**src/rtl/sfx_pkg.sv**
```systemverilog
// sfx_pkg
// Shared definitions for the sound-effect sequencer family.
//   sfx_state_t : sequencer state (IDLE, TONE, GAP)
//   CLK_HZ      : system clock frequency used to build pitch tables
//   half_period : converts a tone frequency in Hz into a half-period in
//                 clock cycles, for filling HALF_PERIODS tables
package sfx_pkg;

    localparam int unsigned CLK_HZ = 50_000_000;

    typedef enum logic [1:0] {
        IDLE = 2'd0,
        TONE = 2'd1,
        GAP  = 2'd2
    } sfx_state_t;

    function automatic int unsigned half_period(input int unsigned hz);
        return CLK_HZ / (2 * hz);
    endfunction

endpackage

```
**src/rtl/sfx_square_osc.sv**
```systemverilog
// sfx_square_osc
// Square-wave oscillator with a registered output. The wave is high for
// `half` cycles, then low for `half` cycles. A restart reloads the phase and
// begins with the high phase (or stays low when half is 0, which is a rest).
// Ports:
//   clk     in  1       system clock
//   reset   in  1       synchronous, active-high reset
//   restart in  1       start a fresh note using `half` on this edge
//   half    in  HALF_W  half-period in cycles; 0 forces the output low
//   wave    out 1       registered square wave
module sfx_square_osc
    import sfx_pkg::*;
#(
    parameter int unsigned HALF_W = 17
) (
    input  logic              clk,
    input  logic              reset,
    input  logic              restart,
    input  logic [HALF_W-1:0] half,
    output logic              wave
);

    logic [HALF_W-1:0] phase;

    always_ff @(posedge clk) begin
        if (reset) begin
            phase <= '0;
            wave  <= 1'b0;
        end else if (restart) begin
            // Every note starts on its high phase.
            phase <= '0;
            wave  <= (half != '0);
        end else if (half == '0) begin
            phase <= '0;
            wave  <= 1'b0;
        end else if (phase == half - HALF_W'(1)) begin
            phase <= '0;
            wave  <= ~wave;
        end else begin
            phase <= phase + HALF_W'(1);
        end
    end

endmodule

```
**src/rtl/sfx_tone_sequencer.sv**
```systemverilog
// sfx_tone_sequencer
// One-shot sound-effect generator: a rising edge on `trigger` plays a fixed
// table of square-wave notes (entries of 0 are rests) with optional silent
// gaps between notes, repeated REPEATS times, on a single 1-bit output.
//
// Optional feature: define SFX_ABORT_EN to add the `abort` input, which
// stops playback on the next cycle without a `done` pulse.
//
// Ports:
//   clk      in  1      system clock (50 MHz)
//   reset    in  1      synchronous, active-high reset
//   trigger  in  1      level input; a rising edge starts playback
//   abort    in  1      (SFX_ABORT_EN only) stop playback, wins over trigger
//   tone_out out 1      square-wave audio output
//   busy     out 1      high while the sequence is playing
//   note_idx out IDX_W  index of the current note
//   done     out 1      one-cycle pulse when the final note ends
//
// Handshake: trigger is a level; only a 0->1 transition (trigger=1 while the
// sampled copy trig_q=0) starts playback. busy/done are registered and valid
// every cycle; done is a single-cycle pulse coincident with busy falling.
module sfx_tone_sequencer
    import sfx_pkg::*;
#(
    parameter int unsigned                   NUM_NOTES    = 2,
    parameter int unsigned                   HALF_W       = 17,
    parameter int unsigned                   DUR_W        = 24,
    parameter logic [NUM_NOTES*HALF_W-1:0]   HALF_PERIODS = {17'd45278, 17'd40337},
    parameter int unsigned                   NOTE_CYCLES  = 3125000,
    parameter int unsigned                   GAP_CYCLES   = 0,
    parameter int unsigned                   REPEATS      = 1,
    parameter int unsigned                   RETRIGGER    = 0,
    localparam int unsigned                  IDX_W        = (NUM_NOTES > 1) ? $clog2(NUM_NOTES) : 1
) (
    input  logic             clk,
    input  logic             reset,
    input  logic             trigger,
`ifdef SFX_ABORT_EN
    input  logic             abort,
`endif
    output logic             tone_out,
    output logic             busy,
    output logic [IDX_W-1:0] note_idx,
    output logic             done
);

    localparam int unsigned REP_W = (REPEATS > 1) ? $clog2(REPEATS) : 1;

    sfx_state_t        state;
    logic [IDX_W-1:0]  idx;
    logic [REP_W-1:0]  rep;
    logic [DUR_W-1:0]  dur;
    logic              trig_q;

    logic              trig_edge;
    logic              abort_hit;
    logic              note_end;
    logic              gap_end;
    logic              last_note;
    logic              last_rep;
    logic [IDX_W-1:0]  next_idx;
    logic [REP_W-1:0]  next_rep;

    // Decisions for this edge, consumed by the FSM register block and the
    // oscillator so that tone_out is valid on the same cycle as the state.
    logic              start_note;
    logic [IDX_W-1:0]  start_idx;
    logic [REP_W-1:0]  start_rep;
    logic              go_gap;
    logic              go_idle;
    logic              fire_done;
    logic              keep_tone;

    logic              osc_restart;
    logic [HALF_W-1:0] osc_half;

    function automatic logic [HALF_W-1:0] note_half(input logic [IDX_W-1:0] i);
        logic [HALF_W-1:0] h;
        h = '0;
        for (int n = 0; n < int'(NUM_NOTES); n++) begin
            if (i == IDX_W'(n)) begin
                h = HALF_PERIODS[n*HALF_W +: HALF_W];
            end
        end
        return h;
    endfunction

    assign trig_edge = trigger && !trig_q;

`ifdef SFX_ABORT_EN
    assign abort_hit = abort && (state != IDLE);
`else
    assign abort_hit = 1'b0;
`endif

    assign note_end  = (dur == DUR_W'(NOTE_CYCLES - 1));
    assign gap_end   = (GAP_CYCLES > 0) && (dur == DUR_W'(GAP_CYCLES - 1));
    assign last_note = (idx == IDX_W'(NUM_NOTES - 1));
    assign last_rep  = (rep == REP_W'(REPEATS - 1));
    // Wrapping at the end of the table advances the repeat count; the final
    // repeat never reaches this path, so rep cannot overflow.
    assign next_idx  = last_note ? '0 : idx + IDX_W'(1);
    assign next_rep  = last_note ? rep + REP_W'(1) : rep;

    always_comb begin
        start_note = 1'b0;
        start_idx  = idx;
        start_rep  = rep;
        go_gap     = 1'b0;
        go_idle    = 1'b0;
        fire_done  = 1'b0;
        case (state)
            IDLE: begin
                if (trig_edge) begin
                    start_note = 1'b1;
                    start_idx  = '0;
                    start_rep  = '0;
                end
            end
            TONE: begin
                if (abort_hit) begin
                    go_idle = 1'b1;
                end else if ((RETRIGGER != 0) && trig_edge) begin
                    start_note = 1'b1;
                    start_idx  = '0;
                    start_rep  = '0;
                end else if (note_end) begin
                    if (last_note && last_rep) begin
                        go_idle   = 1'b1;
                        fire_done = 1'b1;
                    end else if (GAP_CYCLES > 0) begin
                        go_gap = 1'b1;
                    end else begin
                        start_note = 1'b1;
                        start_idx  = next_idx;
                        start_rep  = next_rep;
                    end
                end
            end
            GAP: begin
                if (abort_hit) begin
                    go_idle = 1'b1;
                end else if ((RETRIGGER != 0) && trig_edge) begin
                    start_note = 1'b1;
                    start_idx  = '0;
                    start_rep  = '0;
                end else if (gap_end) begin
                    start_note = 1'b1;
                    start_idx  = next_idx;
                    start_rep  = next_rep;
                end
            end
            default: begin
                go_idle = 1'b1;
            end
        endcase
    end

    // Outside an ongoing note the oscillator is held in restart with a zero
    // half-period, which keeps tone_out low through GAP and IDLE.
    assign keep_tone   = (state == TONE) && !start_note && !go_gap && !go_idle;
    assign osc_restart = !keep_tone;

    always_comb begin
        osc_half = '0;
        if (start_note) begin
            osc_half = note_half(start_idx);
        end else if (keep_tone) begin
            osc_half = note_half(idx);
        end
    end

    always_ff @(posedge clk) begin
        if (reset) begin
            state  <= IDLE;
            idx    <= '0;
            rep    <= '0;
            dur    <= '0;
            busy   <= 1'b0;
            done   <= 1'b0;
            trig_q <= 1'b1;
        end else begin
            trig_q <= trigger;
            done   <= fire_done;
            if (start_note) begin
                state <= TONE;
                idx   <= start_idx;
                rep   <= start_rep;
                dur   <= '0;
                busy  <= 1'b1;
            end else if (go_idle) begin
                state <= IDLE;
                idx   <= '0;
                rep   <= '0;
                dur   <= '0;
                busy  <= 1'b0;
            end else if (go_gap) begin
                state <= GAP;
                dur   <= '0;
            end else if (state != IDLE) begin
                dur <= dur + DUR_W'(1);
            end
        end
    end

    assign note_idx = idx;

    sfx_square_osc #(
        .HALF_W (HALF_W)
    ) u_osc (
        .clk     (clk),
        .reset   (reset),
        .restart (osc_restart),
        .half    (osc_half),
        .wave    (tone_out)
    );

endmodule

```
**config.mk**
```make
export PLATFORM = sky130hd
export DESIGN_NAME = sfx_tone_sequencer
export DESIGN_NICKNAME = d
export VERILOG_FILES = /design/src/rtl/sfx_pkg.sv /design/src/rtl/sfx_square_osc.sv /design/src/rtl/sfx_tone_sequencer.sv
export SDC_FILE = /design/constraint.sdc
export NUM_CORES = 1
export LEC_CHECK = 0
export BUFFER_PORTS_ARGS = -buffer_cell sky130_fd_sc_hd__clkbuf_2
export CAP_MARGIN = 10
export CORE_ASPECT_RATIO = 0.75
export CORE_MARGIN = 5
export CORE_UTILIZATION = 45
export DETAILED_ROUTE_END_ITERATION = 16
export GPL_ROUTABILITY_DRIVEN = 0
export GPL_TIMING_DRIVEN = 1
export MAX_ROUTING_LAYER = met4
export RECOVER_POWER = 100
export SYNTH_ARGS = -nofsm -noshare
export SYNTH_HDL_FRONTEND = slang
export SYNTH_HIERARCHICAL = 1
export SYNTH_SLANG_ARGS = --single-unit
```
**constraint.sdc**
```tcl
create_clock -name clk -period 4.38 [get_ports clk]
set_input_delay 0.438 -clock clk [delete_from_list [all_inputs] [get_ports clk]]
set_output_delay 0.438 -clock clk [all_outputs]
set_load 0.02 [all_outputs]
```
[After elaboration in Yosys (flattened, before gate mapping)]
Index checks and enable logic that the tools add are counted.
Word-level totals
  output and inout bits: 4
  register bits: 48
  word-level logic and storage cells: 71
  input port bits: 3
Cells by class
  multiplexer cells: 30
  add/subtract/negate cells: 5
  equal/unequal tests: 8
  reductions and logical operators: 15
  bitwise logic cells: 4
Operators with widths (count)
  $mux 14: 2
  $add 24x1->24 const B: 1
  $eq 24x22->1 const B: 1
  $mux 1: 22
  $add 17x1->17 const B: 1
  $eq 17x17->1: 1
  $logic_not 17->1: 1
  $mux 17: 1
  $reduce_bool 17->1: 1
  $sub 17x1->17 const B: 1
  $mux 16: 1
  $ne 3x3->1 const B: 4
  $pmux 1 s2: 4
  $ne 3x1->1 const B: 2
  $reduce_and 6->1: 1
  $logic_and 1x1->1: 4
  $not 1->1: 4
  $reduce_or 4->1: 1
  $logic_not 1->1: 3
  $reduce_or 3->1: 1
  $add 1x1->1 const B: 2
  $logic_not 2->1: 1
  $reduce_bool 2->1: 1
  $reduce_or 2->1: 1

[Depth between registers and ports, before layout]
Gate-level depths: netlist of the first run.
  word-level depth: 15
  mapped depth: 14
  depth with buffers taken out: 13

[By module]
Netlist of the first run, hierarchy kept.
Modules (own cells, without submodules)
  sfx_square_osc: area each 1481.4 sq um, seq. area each 360.3 sq um, cells an instance 167, times used 1
  sfx_tone_sequencer: area each 1446.4 sq um, seq. area each 580.6 sq um, cells an instance 175, times used 1

[Worst setup path before layout of the first run]
No wires, ideal clock.
  kind: flip-flop to flip-flop
  from: reg dur[3]
  to: reg u_osc.phase[13]
  path buffers: 2
  cell stages (with the launch flop): 15
  arrival: 4648 ps
  setup slack: -412 ps
  setup time: 144 ps
  clock period less this slack: 4792 ps
  data required time: 4236 ps
  cell sequence: dfxtp_1 buf_2 nor4_1 and4_1 a21oi_1 a311oi_1 inv_1 ha_1 nor4b_2 nand3_1 mux2i_1 or4b_4 nor4_4 buf_6 nor4_2
On the way
  cells in the longest elaborated chain, start to end: 11
  elaborated cells on any way between the ends: 19
  classes of those cells: add/sub (1); eq/ne (2); mux (9); bitwise (1); reduce/logical (6)
RTL lines
  from (decl): RTL line sfx_tone_sequencer.sv:52  | logic [DUR_W-1:0] dur;
  from (signal assigned): RTL line sfx_tone_sequencer.sv:201  | dur <= dur + DUR_W'(1);
  $eq 24x22->1 (*): RTL line sfx_tone_sequencer.sv:96  | assign note_end = (dur == DUR_W'(NOTE_CYCLES - 1));
  $mux 1: RTL line sfx_tone_sequencer.sv:127  | end else if (note_end) begin
  $pmux 1 s2: RTL line sfx_tone_sequencer.sv:112  | case (state)
  $logic_not 1->1: RTL line sfx_tone_sequencer.sv:161  | assign keep_tone = (state == TONE) && !start_note && !go_gap && !go_idle;
  $logic_and 1x1->1 (2 in series): RTL line sfx_tone_sequencer.sv:161
  $mux 16: RTL line sfx_tone_sequencer.sv:168  | end else if (keep_tone) begin
  $mux 17 (*): RTL line sfx_tone_sequencer.sv:166  | if (start_note) begin
  net osc_half[0]: RTL line sfx_tone_sequencer.sv:75  | logic [HALF_W-1:0] osc_half;
  $sub 17x1->17: RTL line sfx_square_osc.sv:36  | end else if (phase == half - HALF_W'(1)) begin
  $eq 17x17->1: RTL line sfx_square_osc.sv:36
  $reduce_or 4->1 (no source line) (*)
  to (signal assigned): RTL line sfx_square_osc.sv:40  | phase <= phase + HALF_W'(1);
  to (decl): RTL line sfx_square_osc.sv:23  | logic [HALF_W-1:0] phase;
Mark *: on every way through the listed nets, which the timed path passes. The rest lies on a longest branch.
A chain may end at the register's enable or synchronous reset.

[Final worst setup path of the first run]
  from: reg dur[3]
  to: reg u_osc.phase[9]
The elaborated chain is that of the path after synthesis.

==> results of run 1 <==
[synth_stat cells (all sizes together)]
cell     number  area [µm²]
a31oi         4       25.02
a41o          1       10.01
clkbuf        8       30.03
o21bai        1       7.510
nand2b        1       6.260
o2111ai       1       8.760
a21oi        18       90.09
and2          1       6.260
a31o          2       17.52
a311oi        2       17.52
a21boi        2       15.01
o211ai        2       15.01
o31ai         3       22.52
dfxtp        47       940.9
inv           8       30.03
nor4         26       240.2
or3          11       70.07
nand2        17       63.81
nor4b         6       58.80
nor3b         2       15.01
nand4b        1       8.760
and3          9       56.30
o311ai        1       8.760
mux2i         1       10.01
nor2         25       93.84
o21ai        11       55.05
nand3b        2       15.01
a211o         1       8.760
conb          1       3.750
or4b          1       13.76
xnor2        26       227.7
or4           9       78.82
o22a          1       8.760
ha            4       50.05
nor4bb        1       10.01
a2bb2oi       1       8.760
or2           2       12.51
nor3         14       75.07
nand3        20       100.1
xor2         24       210.2
and4          5       43.79
buf           7       47.55
nand4        12       90.09
[through the flow]
| stage | instance area, µm² | utilization, % | worst slack, ns | hold slack (ns) |
|---|---|---|---|---|
| floorplan | 2998 | - | 0.1821 | 0.4200 |
| global placement | 3127 | 49.49 | 0.6066 | 0.4594 |
| detailed placement | 3127 | 49.49 | 0.5377 | 0.4809 |
| CTS | 3203 | 50.69 | 0.5271 | 0.3475 |
| global route | 3149 | 49.84 | 0.1259 | 0.3606 |
| finish | 3149 | 49.84 | 0.4970 | 0.3589 |
[final timing paths]
check,from,cells past startpoint,endpoint
max reg2reg,dur[3],11,u_osc/phase[9]
min reg2reg,rep,1,done
max,dur[3],11,u_osc/phase[9]
min,trigger,2,trig_q
[worst max-delay path: stages, from the launching register on]
cell and delay (ns):
dfxtp_1 0.40, nor4_1 0.37, nand4_1 0.26, nor3_1 0.37
a31oi_1 0.24, or4_4 0.60, nor3_2 0.22, xnor2_1 0.10
or4b_4 0.55, nor4_4 0.25, clkbuf_4 0.32, nor4_1 0.09
[power by group through the flow]
stage | registers [mW] | logic, mW | clock network [mW]
6_report | 0.433 | 0.0963 | 0.252
5_1_grt | 0.434 | 0.108 | 0.284
4_1_cts | 0.433 | 0.0980 | 0.262
3_5_place_dp | 0.443 | 0.0976 | 0
3_3_place_gp | 0.443 | 0.0978 | 0
2_1_floorplan | 0.443 | 0.0717 | 0
[per-layer routing]
layer  global-route usage, %  vias to the layer above  part of all wire (%)
li1                        -                     1309                     -
met1                   28.01                     1153                    57
met2                   23.62                       49                    37
met3                   3.144                        7                   4.9
met4                   4.398                        0                  0.97
met5                       -                        -                     0
[logic make-up after synthesis]
logic type | Yosys count | share of synthesized area (%)
AOI/OAI and AO/OA | 51 | 10.90
xor gates and xnor gates | 50 | 14.96
adders and majority gates | 4 | 1.709
buffers and inverters | 23 | 3.675
DFF | 47 | 32.14
muxes | 1 | 0.3419
other | 1 | 0.1281
and+or+nand+nor | 165 | 36.15
[cell type report]
class	instances	area (µm²)	area share (%)
inverters	8	30.03	0.9535
clock inverters	1	7.507	0.2384
repair buffers	16	98.84	3.139
clock buffers	5	68.82	2.185
well taps	81	101.3	3.218
multi-input cells	288	1902	60.39
flip-flops and latches	47	940.9	29.88
[registers in the layout (all words and copies together) (netlist names)]
name	cells
u_osc/phase	17
trig_q	1
u_osc/wave	1
state	1
done	1
rep	1
dur	24
note_idx	1
==> summary.md, run 1 <==
| Metric | Value |
|---|---|
| Skew-Pair Late Insertion Delay | `0.30 ns` |
| HP Class | `input port to flop` |
| Number of hold buffers added after CTS | `0` |
| Most frequent cells in the layout | `dfxtp_1, xnor2_1, nor2_1` |
| Max-slew headroom | `48.31%` |
| Vias in the first global route | `2345` |
| Fin Clk Skew | `0.01026 ns` |
| IO Port Bufs | `6` |
| Clk slew on worst S/H paths | `0.09 ns` |
| CTS buffer count | `5` |
| Switching Fraction | `26.60%` |
| Mean Syn Cell Area | `8.561 µm²` |
| Die ar. | `0.008236 mm²` |
| Initial antenna violation count | `0` |
| Cell internal pwr | `0.5739 mW` |
| CP Capture Type | `flop` |
| Yosys cell types | `53` |
| P_leak | `1.041 nW` |
| I/O Pins | `7` |
| Number of H-tree levels | `2` |
| Setup Crit Path Kind | `flop to flop` |
| Sequential power share | `55.4%` |
| Register area share after synthesis | `32.14%` |
| Critical path startpoint category | `flop` |
| Outcome | `finished clean` |
| Yosys reg bits | `47` |
| Largest net degree at the start of global routing | `29` |
| Part of the power in the clock network | `32.3%` |
| Site Rows | `25` |
| Leading cell type in the layout, fill and taps excluded | `dfxtp_1` |
| RSZ-0062 raised after global routing | `no` |
| CTS tree | `done` |
| Post-Place Cells | `440` |
| N_diodes | `0` |
| Crit path DAT | `4.07 ns` |
| Final Hold Viols | `0` |
| Final Total Pwr | `0.7818 mW` |
| R2R setup slack | `0.50 ns` |
| HPWL after detailed placement | `4.849 mm` |
| Grt ovf | `0` |
| Via Count | `2518` |
| Setup Fix Bufs, Post-CTS | `0` |
| Total wire length | `6.601 mm` |
| Setup TNS | `0 ns` |
| Core Area | `0.006319 mm²` |
| DR vias/cell | `5.646` |
| Initial DRC Count | `145` |
| # fillers | `596` |
| Post-Syn Area | `0.002928 mm²` |
| Root Buffer | `clkbuf_8` |
| Nets@finish | `373` |
| First-pass GRT wire length | `11.54 mm` |
| Synth-to-layout area growth | `7.564%` |
| Comb power frac | `12.3%` |
| Post-synthesis cell count | `342` |
| Worst Path Required | `4.57 ns` |
| Final Setup Violations | `0` |
| IR drop worst, VDD | `0.09853 mV` |
| Max-cap viol count | `0` |
| Worst Max-Slew Pin Slew | `0.7754 ns` |
| Die Y | `79.86 µm` |
| Post_cts resized | `0` |
| Pins Over Slew Limit | `0` |
| Die width | `103.1 µm` |
| Gr usage total | `18.06%` |
| Critical-path maximum fanout | `17` |
| Highest clock rate | `257.5 MHz` |
| Share of layout cells above drive strength 1 | `9.041%` |
| DRT antenna net count | `0` |
| Yosys warnings | `6` |
| WL per Instance | `14.80 µm` |
| Initial Util | `46.34%` |
| Buffer levels on the longest clock path | `2` |
| Drt drc | `0` |
| Power per cell area | `248.3 mW/mm²` |
| 1st-pass router iterations | `4` |
| # clock sinks | `47` |
| Fin crit period | `3.883 ns` |
| Non-Filler Instances | `446` |
| Part of the cycle the worst path needs | `88.65%` |
| Switch Pwr | `0.2080 mW` |
No activity file was read; power rests on OpenSTA's default activity.
==> inputs of run 2 (changes only) <==
- BUFFER_PORTS_ARGS: -buffer_cell sky130_fd_sc_hd__clkbuf_2 -> -buffer_cell sky130_fd_sc_hd__buf_4
- CAP_MARGIN: 10 -> default
- CORE_MARGIN: 5 -> 3
==> run 2 against run 1 <==
  * Utilization up 2.9 points
  * Sequential cell count unchanged
  * Cell area rose by 1.5%
==> summary.md, run 2 (synthesized netlist as in run 1, its figures left out) <==
| Metric | Value |
|---|---|
| Outcome | `finished clean` |
| Site Rows | `24 (-4.0%)` |
| Critical-path maximum fanout | `20 (+3)` |
| First-pass GRT wire length | `11.63 mm (+0.78%)` |
| RSZ-0062 raised after global routing | `no` |
| Fin Clk Skew | `0.004550 ns (-0.005709 ns)` |
| Vias in the first global route | `2243 (-4.3%)` |
| Worst Max-Slew Pin Slew | `0.7818 ns (+0.006386 ns)` |
| N_diodes | `0 (unchanged)` |
| CP max stage delay | `0.57 ns (-0.03 ns)` |
| Setup Crit Path Kind | `flop to flop` |
| Die width | `99.14 µm (-3.9%)` |
| Min-delay src | `trigger` |
| # clock sinks | `47 (unchanged)` |
| WP buf/inv | `1 (unchanged)` |
| # fillers | `603 (+1.2%)` |
| Number of hold buffers added after CTS | `0 (unchanged)` |
| Initial Util | `48.27% (+1.9 points)` |
| R2R setup slack | `0.49 ns (about the same)` |
| Fin crit period | `3.893 ns (+0.01048 ns)` |
| Initial antenna violation count | `0 (unchanged)` |
| Root Buffer | `clkbuf_8` |
| Part of the cycle the worst path needs | `88.89% (+0.24 points)` |
| Max-cap viol count | `0 (unchanged)` |
| Top Registers | `dur: 24 flops, u_osc/phase: 17 flops` |
| DRT antenna net count | `0 (unchanged)` |
| Setup Fix Bufs, Post-CTS | `0 (unchanged)` |
| DR vias/cell | `5.756 (+1.9%)` |
| Drt drc | `0 (unchanged)` |
| CP Capture Type | `flop` |
| Crit path cell chain | `nor4_1 > nand4_1 > nor2_1 > a311oi_1 > buf_4 > or4_1 > nor4_1 > xnor2_1 > o2111ai_1 > or4_1 > and3_1` |
| Worst Path Required | `4.59 ns (+0.02 ns)` |
| Hold Path Depth | `2 (unchanged)` |
| Fin area | `0.003197 mm² (+1.5%)` |
| CP max-delay cell | `or4_1` |
| Crit path DAT | `4.10 ns (+0.03 ns)` |
| IO Port Bufs | `6 (unchanged)` |
| Pins Over Slew Limit | `0 (unchanged)` |
| Multi-input gate area | `0.001902 mm² (unchanged)` |
| Sequential cell area | `940.9 µm² (unchanged)` |
| Share of layout cells above drive strength 1 | `9.511% (+0.47 points)` |
| WL per Instance | `15.41 µm (+4.1%)` |
| I/O Pins | `7 (unchanged)` |
| Grt ovf | `0 (unchanged)` |
| P_leak | `1.067 nW (+2.5%)` |
| Gr usage total | `20.04% (+2.0 points)` |
| CTS tree | `done` |
| Skew-Pair Late Insertion Delay | `0.31 ns (about the same)` |
| HP Class | `input port to flop` |
| Power per cell area | `274.4 mW/mm² (+11%)` |
| Post_cts resized | `0 (unchanged)` |
| Max reg flops | `24 (unchanged)` |
| Core Area | `0.006066 mm² (-4.0%)` |
| Die Y | `75.86 µm (-5.0%)` |
| Leading cell type in the layout, fill and taps excluded | `dfxtp_1` |
| Reg2Reg Depth | `11 (unchanged)` |
| Total wire length | `6.872 mm (+4.1%)` |
| Worst r2r src | `dur[3]` |
| CTS buffer count | `5 (unchanged)` |
| Largest net degree at the start of global routing | `29 (unchanged)` |
| Delay-heaviest family, CP | `simple AND/OR/NAND/NOR gates` |
| Pre-CTS setup slack | `0.5689 ns (+0.03117 ns)` |
| Final Hold Viols | `0 (unchanged)` |
| DP Area | `0.003146 mm² (+0.60%)` |
| Most frequent cells in the layout | `dfxtp_1, xnor2_1, nor2_1` |
| Final Setup Violations | `0 (unchanged)` |
| Clk slew on worst S/H paths | `0.09 ns (about the same)` |
| Setup TNS | `0 ns (unchanged)` |
| Highest clock rate | `256.8 MHz (-0.27%)` |
| Number of H-tree levels | `2 (unchanged)` |
| Max-slew headroom | `47.88% (-0.43 points)` |
| Synth-to-layout area growth | `9.188%` |
| Die ar. | `0.007520 mm² (-8.7%)` |
| IR drop worst, VDD | `0.1282 mV (+30%)` |
| Critical path startpoint category | `flop` |
| Biggest register | `dur` |
| Hold EP | `trig_q` |
| HPWL after detailed placement | `4.928 mm (+1.6%)` |
| Nets@finish | `374 (+0.27%)` |
| Final setup margin | `0.4865 ns (-0.01048 ns)` |
| Initial DRC Count | `222 (+53%)` |
| Buffer levels on the longest clock path | `2 (unchanged)` |
| Via Count | `2567 (+1.9%)` |
| 1st-pass router iterations | `4 (unchanged)` |
| Worst r2r dst | `u_osc/wave` |
[run 2: per-layer routing]
layer | wire length [µm] | track usage (%) | vias to the layer above
met1 | 3851 | 32.21 | 1193
met3 | 424 | 3.751 | 10
li1 | - | - | 1309
met5 | 0 | - | -
met4 | 85 | 6.515 | 0
met2 | 2511 | 23.51 | 55
[run 2: where the power goes]
group | total, mW | switching (mW) | internal [mW]
Combinational | 0.0990 | 0.0610 | 0.0380
Clock | 0.347 | 0.159 | 0.188
Sequential | 0.431 | 0.00188 | 0.430
[run 2: worst register-to-register path: stages (launching register included)]
cell       delay (ns)
dfxtp_1          0.40
nor4_1           0.37
nand4_1          0.27
nor2_1           0.22
a311oi_1         0.15
buf_4            0.26
or4_1            0.54
nor4_1           0.38
xnor2_1          0.20
o2111ai_1        0.27
or4_1            0.57
and3_1           0.19
[run 2: final cells by class]
cell class	instances	area share, %
timing repair buffer	17	3.288
inverter	8	0.9393
clock inverter	2	1.213
tap	78	3.053
sequential	47	29.43
multi-input combinational	288	59.49
clock buffer	6	2.583
[run 2: worst max-delay path by stage]
stage                       from         endpoint  slack, ns  cells past startpoint
final                     dur[3]       u_osc/wave       0.49                     11
after global routing      dur[3]  u_osc/phase[15]       0.13                     12
after CTS                 dur[3]  u_osc/phase[10]       0.53                     12
after detailed placement  dur[3]  u_osc/phase[10]       0.57                     12
after global placement    dur[3]       u_osc/wave       0.61                     11
after floorplan           dur[3]  u_osc/phase[13]       0.18                     14
[run 2: stage by stage]
step	utilization (%)	std cells	hold WS [ns]	power, mW
after global placement	51.86	438	0.4453	0.5425
after CTS	53.86	446	0.3202	0.8914
after global routing	52.70	446	0.3294	0.9190
final	52.70	446	0.3307	0.8774
after floorplan	-	358	0.4200	0.5146
after detailed placement	51.86	438	0.4664	0.5425
